File: config.mk
export PLATFORM = sky130hd
export DESIGN_NAME = load_store_unit_flat
export DESIGN_NICKNAME = d
export VERILOG_FILES = /design/src/rtl/load_store_unit_if.sv /design/src/rtl/load_store_unit.sv /design/src/flat_wrapper.sv
export SDC_FILE = /design/constraint.sdc
export NUM_CORES = 1
export LEC_CHECK = 0
export BUFFER_PORTS_ARGS = -buffer_cell sky130_fd_sc_hd__clkbuf_2
export CAP_MARGIN = 10
export CORE_AREA = 2 2 81 161
export DETAILED_ROUTE_END_ITERATION = 10
export DIE_AREA = 0 0 83 163
export PLACE_DENSITY = 0.92
export SLEW_MARGIN = 20
export SYNTH_ARGS = -nofsm -noshare
export SYNTH_HDL_FRONTEND = slang
export SYNTH_SLANG_ARGS = --single-unit
File: constraint.sdc
create_clock -name clk -period 7 [get_ports clk]
set_clock_uncertainty 0.2 [all_clocks]
set_input_delay 1.4 -clock clk [delete_from_list [all_inputs] [get_ports clk]]
set_output_delay 1.4 -clock clk [all_outputs]
set_load 0.02 [all_outputs]
File: src/rtl/load_store_unit_if.sv
// Bundle of the core request/response handshake and the word-wide data
// memory port around the load/store unit. The unit itself uses the slave
// modport. The peer modport covers both the core pipeline and the memory
// instance that sit around the unit.
interface load_store_unit_if #(
  parameter int N = 32
);
  // core -> unit request channel
  logic         req_valid;
  logic         req_ready;
  logic         req_write;
  logic [1:0]   req_size;
  logic         req_unsigned;
  logic [N-1:0] req_addr;
  logic [N-1:0] req_wdata;

  // unit -> core response channel
  logic         resp_valid;
  logic         resp_ready;
  logic [N-1:0] resp_rdata;
  logic         resp_error;

  // unit <-> data memory (combinational read, write on posedge)
  logic [N-1:0] mem_address;
  logic [N-1:0] mem_data_write;
  logic         mem_write_enable;
  logic [N-1:0] mem_data_read;

  modport slave (
    input  req_valid, req_write, req_size, req_unsigned, req_addr, req_wdata,
    output req_ready,
    output resp_valid, resp_rdata, resp_error,
    input  resp_ready,
    output mem_address, mem_data_write, mem_write_enable,
    input  mem_data_read
  );

  modport master (
    output req_valid, req_write, req_size, req_unsigned, req_addr, req_wdata,
    input  req_ready,
    input  resp_valid, resp_rdata, resp_error,
    output resp_ready,
    input  mem_address, mem_data_write, mem_write_enable,
    output mem_data_read
  );
endinterface

File: src/rtl/load_store_unit.sv
// Load/store unit: one request at a time, byte/halfword extraction on loads
// and read-modify-write on sub-word stores against a word-only memory.
//
//   state | meaning
//   IDLE  | ready for a request, memory port idle
//   READ  | word at mem_address is sampled at the next posedge
//   WRITE | mem_write_enable high for this single cycle
//   RESP  | response held until the core accepts it
module load_store_unit #(
  parameter int N = 32
) (
  input  logic             clk,
  input  logic             rst,
  load_store_unit_if.slave bus
);

  typedef enum logic [1:0] {IDLE, READ, WRITE, RESP} state_t;

  localparam logic [1:0] SIZE_BYTE = 2'b00;
  localparam logic [1:0] SIZE_HALF = 2'b01;
  localparam logic [1:0] SIZE_WORD = 2'b10;

  state_t       state_q, state_d;

  logic         write_q;
  logic [1:0]   size_q;
  logic         unsigned_q;
  logic [1:0]   off_q;
  logic [N-1:0] wdata_q;
  logic [N-1:0] mem_address_q;
  logic [N-1:0] mem_data_write_q;
  logic [N-1:0] resp_rdata_q;
  logic         resp_error_q;

  logic         accept;
  logic         req_err;
  logic         req_word_store;

  // Picks the addressed byte or halfword out of a little-endian word and
  // extends it to the full width.
  function automatic logic [N-1:0] load_extract(
    input logic [N-1:0] word,
    input logic [1:0]   size,
    input logic [1:0]   off,
    input logic         zext
  );
    logic [7:0]   b;
    logic [15:0]  h;
    logic [N-1:0] r;
    b = word[7:0];
    h = word[15:0];
    r = word;
    case (off)
      2'd0:    b = word[7:0];
      2'd1:    b = word[15:8];
      2'd2:    b = word[23:16];
      default: b = word[31:24];
    endcase
    if (off[1]) begin
      h = word[31:16];
    end
    case (size)
      SIZE_BYTE: r = zext ? {{(N-8){1'b0}}, b}  : {{(N-8){b[7]}}, b};
      SIZE_HALF: r = zext ? {{(N-16){1'b0}}, h} : {{(N-16){h[15]}}, h};
      default:   r = word;
    endcase
    return r;
  endfunction

  // Replaces the addressed lane(s) of the old word with the store data.
  function automatic logic [N-1:0] store_merge(
    input logic [N-1:0] word,
    input logic [N-1:0] wdata,
    input logic [1:0]   size,
    input logic [1:0]   off
  );
    logic [N-1:0] m;
    m = word;
    case (size)
      SIZE_BYTE: begin
        case (off)
          2'd0:    m[7:0]   = wdata[7:0];
          2'd1:    m[15:8]  = wdata[7:0];
          2'd2:    m[23:16] = wdata[7:0];
          default: m[31:24] = wdata[7:0];
        endcase
      end
      SIZE_HALF: begin
        if (off[1]) begin
          m[31:16] = wdata[15:0];
        end else begin
          m[15:0] = wdata[15:0];
        end
      end
      default: m = wdata;
    endcase
    return m;
  endfunction

  // Request classification, evaluated on the live request inputs at accept.
  always_comb begin
    req_err = 1'b0;
    case (bus.req_size)
      SIZE_BYTE: req_err = 1'b0;
      SIZE_HALF: req_err = bus.req_addr[0];
      SIZE_WORD: req_err = (bus.req_addr[1:0] != 2'b00);
      default:   req_err = 1'b1;
    endcase
    req_word_store = bus.req_write && (bus.req_size == SIZE_WORD);
    accept         = (state_q == IDLE) && bus.req_valid;
  end

  // State register; reset drops any in-flight request or response at once.
  always_ff @(posedge clk or posedge rst) begin
    if (rst) begin
      state_q <= IDLE;
    end else begin
      state_q <= state_d;
    end
  end

  // Next-state and handshake/strobe decode; the write strobe is a pure state
  // decode so an async reset removes it before the memory's next edge.
  always_comb begin
    state_d              = state_q;
    bus.req_ready        = 1'b0;
    bus.resp_valid       = 1'b0;
    bus.mem_write_enable = 1'b0;
    case (state_q)
      IDLE: begin
        bus.req_ready = 1'b1;
        if (bus.req_valid) begin
          if (req_err) begin
            state_d = RESP;
          end else if (req_word_store) begin
            state_d = WRITE;
          end else begin
            state_d = READ;
          end
        end
      end
      READ: begin
        state_d = write_q ? WRITE : RESP;
      end
      WRITE: begin
        bus.mem_write_enable = 1'b1;
        state_d              = RESP;
      end
      RESP: begin
        bus.resp_valid = 1'b1;
        if (bus.resp_ready) begin
          state_d = IDLE;
        end
      end
      default: state_d = IDLE;
    endcase
  end

  // Request capture, memory word sampling and response data registers.
  always_ff @(posedge clk or posedge rst) begin
    if (rst) begin
      write_q          <= 1'b0;
      size_q           <= 2'b00;
      unsigned_q       <= 1'b0;
      off_q            <= 2'b00;
      wdata_q          <= '0;
      mem_address_q    <= '0;
      mem_data_write_q <= '0;
      resp_rdata_q     <= '0;
      resp_error_q     <= 1'b0;
    end else begin
      if (accept) begin
        write_q       <= bus.req_write;
        size_q        <= bus.req_size;
        unsigned_q    <= bus.req_unsigned;
        off_q         <= bus.req_addr[1:0];
        wdata_q       <= bus.req_wdata;
        mem_address_q <= {bus.req_addr[N-1:2], 2'b00};
        resp_rdata_q  <= '0;
        resp_error_q  <= req_err;
        if (!req_err && req_word_store) begin
          mem_data_write_q <= bus.req_wdata;
        end
      end else if (state_q == READ) begin
        if (write_q) begin
          mem_data_write_q <= store_merge(bus.mem_data_read, wdata_q, size_q, off_q);
        end else begin
          resp_rdata_q <= load_extract(bus.mem_data_read, size_q, off_q, unsigned_q);
        end
      end
    end
  end

  assign bus.mem_address    = mem_address_q;
  assign bus.mem_data_write = mem_data_write_q;
  assign bus.resp_rdata     = resp_rdata_q;
  assign bus.resp_error     = resp_error_q;

endmodule

File: src/flat_wrapper.sv
// flat-port wrapper written by rule: the top's interface ports become plain ports
module load_store_unit_flat 
#(
  parameter int N = 32
)
  (clk, rst, bus_req_valid, bus_req_write, bus_req_size, bus_req_unsigned, bus_req_addr, bus_req_wdata, bus_req_ready, bus_resp_valid, bus_resp_rdata, bus_resp_error, bus_resp_ready, bus_mem_address, bus_mem_data_write, bus_mem_write_enable, bus_mem_data_read);
  load_store_unit_if #(.N(N)) bus_i ();
  input  logic clk;
  input  logic rst;
  input wire logic [$bits(bus_i.req_valid)-1:0] bus_req_valid;
  input wire logic [$bits(bus_i.req_write)-1:0] bus_req_write;
  input wire logic [$bits(bus_i.req_size)-1:0] bus_req_size;
  input wire logic [$bits(bus_i.req_unsigned)-1:0] bus_req_unsigned;
  input wire logic [$bits(bus_i.req_addr)-1:0] bus_req_addr;
  input wire logic [$bits(bus_i.req_wdata)-1:0] bus_req_wdata;
  output wire logic [$bits(bus_i.req_ready)-1:0] bus_req_ready;
  output wire logic [$bits(bus_i.resp_valid)-1:0] bus_resp_valid;
  output wire logic [$bits(bus_i.resp_rdata)-1:0] bus_resp_rdata;
  output wire logic [$bits(bus_i.resp_error)-1:0] bus_resp_error;
  input wire logic [$bits(bus_i.resp_ready)-1:0] bus_resp_ready;
  output wire logic [$bits(bus_i.mem_address)-1:0] bus_mem_address;
  output wire logic [$bits(bus_i.mem_data_write)-1:0] bus_mem_data_write;
  output wire logic [$bits(bus_i.mem_write_enable)-1:0] bus_mem_write_enable;
  input wire logic [$bits(bus_i.mem_data_read)-1:0] bus_mem_data_read;
  assign bus_i.req_valid = bus_req_valid;
  assign bus_i.req_write = bus_req_write;
  assign bus_i.req_size = bus_req_size;
  assign bus_i.req_unsigned = bus_req_unsigned;
  assign bus_i.req_addr = bus_req_addr;
  assign bus_i.req_wdata = bus_req_wdata;
  assign bus_req_ready = bus_i.req_ready;
  assign bus_resp_valid = bus_i.resp_valid;
  assign bus_resp_rdata = bus_i.resp_rdata;
  assign bus_resp_error = bus_i.resp_error;
  assign bus_i.resp_ready = bus_resp_ready;
  assign bus_mem_address = bus_i.mem_address;
  assign bus_mem_data_write = bus_i.mem_data_write;
  assign bus_mem_write_enable = bus_i.mem_write_enable;
  assign bus_i.mem_data_read = bus_mem_data_read;
  load_store_unit #(.N(N)) u_core (.clk(clk), .rst(rst), .bus(bus_i));
endmodule
## Yosys cells after proc, flatten, opt, wreduce, memory -nomap -nowiden

Cells that the tools add are included.

| word-level totals | value |
|---|---|
| register bits | 135 |
| latch bits | 0 |
| RAM bits | 0 |
| bits in read-only memories | 0 |
| output and inout bits | 100 |
| memories | 0 |

| cells by class | value |
|---|---|
| add/subtract/negate cells | 0 |
| $mul | 0 |
| divide/modulo/power cells | 0 |
| order comparisons | 0 |
| equal/unequal tests | 12 |
| shift-type cells | 0 |
| multiplexer cells | 29 |
| bitwise gates (word level) | 0 |
| reduce and logical (&&, ||, !) cells | 15 |

Operators with widths:

| operator | count |
|---|---|
| 32-bit 2-to-1 mux | 9 |
| 32-bit case mux with 2 select lines | 2 |
| 16-bit 2-to-1 mux | 3 |
| 8-bit 2-to-1 mux | 4 |
| 8-bit case mux with 3 select lines | 1 |
| 2-bit by 1-bit == test with 1-bit output (second input constant) | 4 |
| 2-bit == test (second input constant) | 4 |
| 2-bit zero test | 4 |
| 2-bit 2-to-1 mux | 4 |
| 2-bit inequality test (second input constant) | 4 |
| 2-bit case mux with 4 select lines | 1 |
| 2-bit nonzero test | 3 |
| 1-bit 2-to-1 mux | 4 |
| 2-bit AND reduction | 2 |
| 1-bit logical AND | 3 |
| 1-bit case mux with 3 select lines | 1 |
| 3-bit AND reduction | 1 |
| 3-bit OR reduction | 1 |
| 1-bit zero test | 1 |

## Longest topological paths before layout

| depth | value |
|---|---|
| word-level depth | 7 |
| depth in mapped cells | 9 |

## Least setup slack after synthesis

Ideal clock, no wire load.

| path | value |
|---|---|
| path type | input port to flip-flop |
| from | input port bus_req_size[0] |
| to | register u_core.mem_data_write_q[24], in the netlist u_core.bus.mem_data_write[24] |
| data arrival time | 2584 ps |
| path slack | 4088 ps |
| stages on the path | 5 |
| buffers on the path | 1 |
| cell sequence | nand3b_1 -> or4_1 -> buf_4 -> nand2_8 -> mux2_1 |

| between the ends | value |
|---|---|
| word-level cells in the longest chain between the ends | 6 |

Ends and longest elaborated chain:

| item | line | source |
|---|---|---|
| start, declared | flat_wrapper.sv:12 | `input wire logic [$bits(bus_i.req_size)-1:0] bus_req_size;` |
| 2-bit == test, or another cell as far along | load_store_unit.sv:103, load_store_unit.sv:109 |  |
| 1-bit case mux with 3 select lines | load_store_unit.sv:103 | `case (bus.req_size)` |
| 1-bit zero test | load_store_unit.sv:181 | `if (!req_err && req_word_store) begin` |
| 1-bit logical AND (*) | load_store_unit.sv:181 |  |
| 2-bit inequality test (no line) (*) | -- |  |
| 3-bit AND reduction (no line) (*) | -- |  |
| end signal, assigned | load_store_unit.sv:182 | `mem_data_write_q <= bus.req_wdata;` |
| end signal, assigned | load_store_unit.sv:186 | `mem_data_write_q <= store_merge(bus.mem_data_read, wdata_q, size_q, off_q);` |
| end, declared | load_store_unit.sv:31 | `logic [N-1:0] mem_data_write_q;` |

Mark *: on every way between the ends. The rest lies on a longest branch, timed or not.
A chain may end at the register's enable or synchronous reset.

## Worst setup path after layout

| path | value |
|---|---|
| from | input port bus_req_valid |
| to | register u_core.mem_data_write_q[13], in the netlist u_core.bus.mem_data_write[13] |

| between the ends | value |
|---|---|
| word-level cells in the longest chain between the ends | 3 |

Ends and longest elaborated chain:

| item | line | source |
|---|---|---|
| start, declared | flat_wrapper.sv:10 | `input wire logic [$bits(bus_i.req_valid)-1:0] bus_req_valid;` |
| 1-bit logical AND (*) | load_store_unit.sv:110 | `accept = (state_q == IDLE) && bus.req_valid;` |
| 2-bit inequality test (no line) / 2-bit nonzero test (equally long branches) | -- |  |
| 3-bit AND reduction (no line) | -- |  |

Marked as above.

==> results.txt <==
----------------------------------------------------
[Run status]
  Result of the run ... complete, no violations

[Logic synthesis]
  Syn Inst Count ... 752
  Synthesis Warnings ... 0
  Synth async-reset ratio ... 1.00
  Number of enable flip-flop cells after synthesis ... 0
  Adder-Cell Fraction of Synth Area ... 0.00736
  Largest family of logic cells by synthesized area ... simple AND/OR/NAND/NOR gates
  Top cell type by total area after synthesis ... sky130_fd_sc_hd__dfrtp_1
  Compound-cell area share of the yosys netlist ... 0.181
  Share of the yosys chip area belonging to registers ... 0.497
  Number of distinct library cells after synthesis ... between 60 and 70
  Multiplexer area fraction after synthesis ... 0.0304
  Synthesized-area fraction occupied by and/or/nand/nor cells ... 0.238
  Parity-gate share of the synthesized area counting xor and xnor cells ... 0
  Mean area per synthesized cell ... 9.04 um^2
  Yosys top cell area share ... 0.497
  Cell area after synthesis ... between 6000 and 7000 um^2
  Top post-synthesis cells by area ... sky130_fd_sc_hd__dfrtp_1 50%, sky130_fd_sc_hd__nand2_1 13%, sky130_fd_sc_hd__o21ai_0 2.7%
  Flop and latch count out of synthesis ... ~140
  Ys flop type ... sky130_fd_sc_hd__dfrtp_1

[Drt]
  Wire per inst ... about 19 um
  Via count of the routed design ... 6,691
  First-pass detailed-route iteration total ... 8
  Routed via count divided by cell count ... 6.17
  Iteration-0 DRC Markers ... a little over 800
  Total routed wirelength ... about 21,000 um
  DRC Markers ... 0
  Final ANT Viol Nets ... 0

[GRT]
  Vias in the first global route ... between 6,000 and 7,000
  Leftover overflow at the end of global routing ... 0
  Maximum number of pins on one net before global-route repair ... approximately 90
  Initial antenna violation count ... 0
  Overall track demand over capacity in global routing ... 0.304
  Wire length of the first global-routing pass ... between 30,000 and 40,000 um

[STA]
  Number of max-slew violations in the final report ... 0
  Relative slew slack ... 0.326
  Pin slew with the least headroom to its limit ... roughly 1000 ps
  Number of endpoints with negative hold slack in the final report ... 0
  Setup repair after global routing missed its margin ... false
  Period utilization ... 0.494
  Aggregate negative setup slack ... 0 ps
  Maximum clock frequency ... between 0.2 and 0.3 GHz
  Final setup violation count ... 0
  Shortest period the worst path allows ... around 3500 ps

[Floorplanning]
  Initial standard-cell utilization of the core ... 0.548
  Vertical extent of the die ... about 160 um
  Rows ... 58
  Floorplan die width ... just over 80 um
  Overall die area ... 13,500 um^2
  Core Footprint ... between 10,000 and 15,000 um^2
  Number of placed I/O pins ... about 200

[Min path]
  Worst hold path class ... flop to flop

[Finish]
  Most frequent cells in the layout ... 233 x sky130_fd_sc_hd__nand2_1, 201 x sky130_fd_sc_hd__clkbuf_2, 135 x sky130_fd_sc_hd__dfrtp_1, 37 x sky130_fd_sc_hd__o21ai_0, 23 x sky130_fd_sc_hd__nor3_1
  Number of antenna diodes ... 0
  Ratio of cells with drive above 1 in the final layout ... 0.289
  Final instance count without filler cells ... roughly 1,100
  Most common cell after layout, fill and taps aside ... sky130_fd_sc_hd__nand2_1
  Area Growth Syn to Fin ... 23.5%
  Net count, final ... 1,029

[Pwr]
  Power density cells ... 511 nW/um^2
  Leak pwr ... between 4 and 5 nW
  Worst vdd rail ir drop ... between 300 and 400 uV

[Setup path]
  Category of the worst setup path capture point ... flop
  Startpoint type of the worst setup path ... input pin
  Required time of the critical path ... just over 7000 ps
  Dominant cell type by count on the critical path ... sky130_fd_sc_hd__buf_4
  Kind of critical path ... input pin to flop
  Cells along the critical path ... clkbuf_2 -> nand2_4 -> buf_4 -> and3_1 -> buf_4 -> nor2_2 -> o31ai_1
  Delay contributed by the slowest stage of the critical path ... between 700 and 800 ps
  Highest net fanout along the worst path ... a little over 90
  Cell type of the slowest stage on the worst timing path ... sky130_fd_sc_hd__buf_4
  CP arrival ... about 3600 ps

[Clock network]
  Clock Path Buffers ... 2
  CTS H-Tree Depth ... 4
  Clock Latency Late Sink ... between 400 and 500 ps
  CTS Root Buffer Type ... sky130_fd_sc_hd__clkbuf_16
  Clock edge transition at the registers on the reported setup and hold paths ... approximately 60 ps
  Number of buffers created by CTS ... 17
  Total setup buffers inserted after CTS ... 0
  Post-CTS sizing ... 0
  Clock tree from TritonCTS ... yes
  Number of buffers added to fix hold violations after cts ... 0
  Number of sinks handled by clock tree synthesis ... approximately 140

[Place]
  RD Place Congestion ... 0.976
  Post-placement cell count ... around 1,100
  Count of buffers from port buffering ... 201
  HPWL reported at the end of detailed placement ... between 10,000 and 15,000 um

[Run]
  Max_cap viols ... 0

----------------------------------------------------
flip-flops by register name, summed over array words and instances (netlist names):
signal and count:
u_core.bus.mem_data_write 32, u_core.bus.resp_rdata 32, u_core.wdata_q 32, u_core.bus.mem_address 30
u_core.off_q 2, u_core.size_q 2, u_core.state_q 2, u_core.bus.resp_error 1
u_core.unsigned_q 1, u_core.write_q 1
per-layer routing:
layer | global-route usage | vias up | routed length (um)
met5 | 0 | - | 0
met4 | 0.150 | 0 | 891
met3 | 0.0664 | 78 | 1950
met2 | 0.495 | 422 | 10100
met1 | 0.382 | 3186 | 7750
li1 | - | 3005 | -
cells by family (layout without fill, tap and decap cells):
kind of cell,after synthesis,count (layout)
and+or+nand+nor,356,356
AOI/OAI and AO/OA,168,168
DFF,135,135
buffers and inverters,69,250
muxes,19,19
adders and majority gates,4,4
other,1,2
power breakdown:
group | switching (mW) | leakage, nW | internal [mW]
Sequential | 0.265 | 1.68 | 1.13
Clock | 0.344 | 0.292 | 0.577
Combinational | 1.27 | 2.25 | 0.695
Yosys cell counts, drive strengths merged (2+ instances only):
cell type / count
a31o: 8
nor4: 2
nand3b: 11
o21ai: 39
o311a: 7
or3: 8
o21a: 2
o22ai: 9
a21oi: 13
a221o: 16
nor2b: 3
and2: 5
dfrtp: 135
mux2: 3
nor3: 28
nor2: 24
ha: 4
nand2: 235
a2111oi: 4
nand2b: 11
a221oi: 10
o31ai: 12
mux2i: 15
a211oi: 16
nand3: 18
o2bb2ai: 7
o221ai: 7
nor3b: 6
clkbuf: 32
a31oi: 10
buf: 28
inv: 9
layout make-up:
class | count | area (um^2)
Fill cell | 1010 | 4010
Sequential cell | 135 | 3380
Multi-Input combinational cell | 549 | 3130
Timing Repair Buffer | 209 | 1070
Clock buffer | 20 | 457
Tap cell | 150 | 188
Clock inverter | 12 | 150
Inverter | 9 | 36.3
stage by stage:
stage          setup WS, ps   util  total power, mW  cell area (um^2)  hold slack [ps]
6_report               3540  0.677             4.29              8400              268
3_5_place_dp           3170  0.628             3.33              7790              257
3_3_place_gp           3220  0.628             3.25              7790              254
5_1_grt                3400  0.677             4.54              8400              287
4_1_cts                3580  0.677             4.27              8400              272
2_1_floorplan          1790      -             2.74              6810              241
critical path, delay by kind of cell:
family / cells / cell delay [ps]
AOI/OAI and AO/OA: 1 / 300
buffers and inverters: 3 / 1190
and+or+nand+nor: 3 / 630
worst paths after layout:
path,slack [ps],depth (start not counted),end,start
max in group asynchronous,4300,3,u_core.bus.mem_address[12],rst
worst min register to register,270,2,u_core.bus.resp_rdata[10],u_core.bus.resp_rdata[10]
worst max-delay path,3540,7,u_core.bus.mem_data_write[13],bus_req_valid
worst min-delay path,270,2,u_core.bus.resp_rdata[10],u_core.bus.resp_rdata[10]
min in group asynchronous,950,2,u_core.bus.mem_address[22],rst
worst max register to register,3830,7,u_core.bus.resp_rdata[30],u_core.state_q[1]
Power figures use the tool's default switching activity.
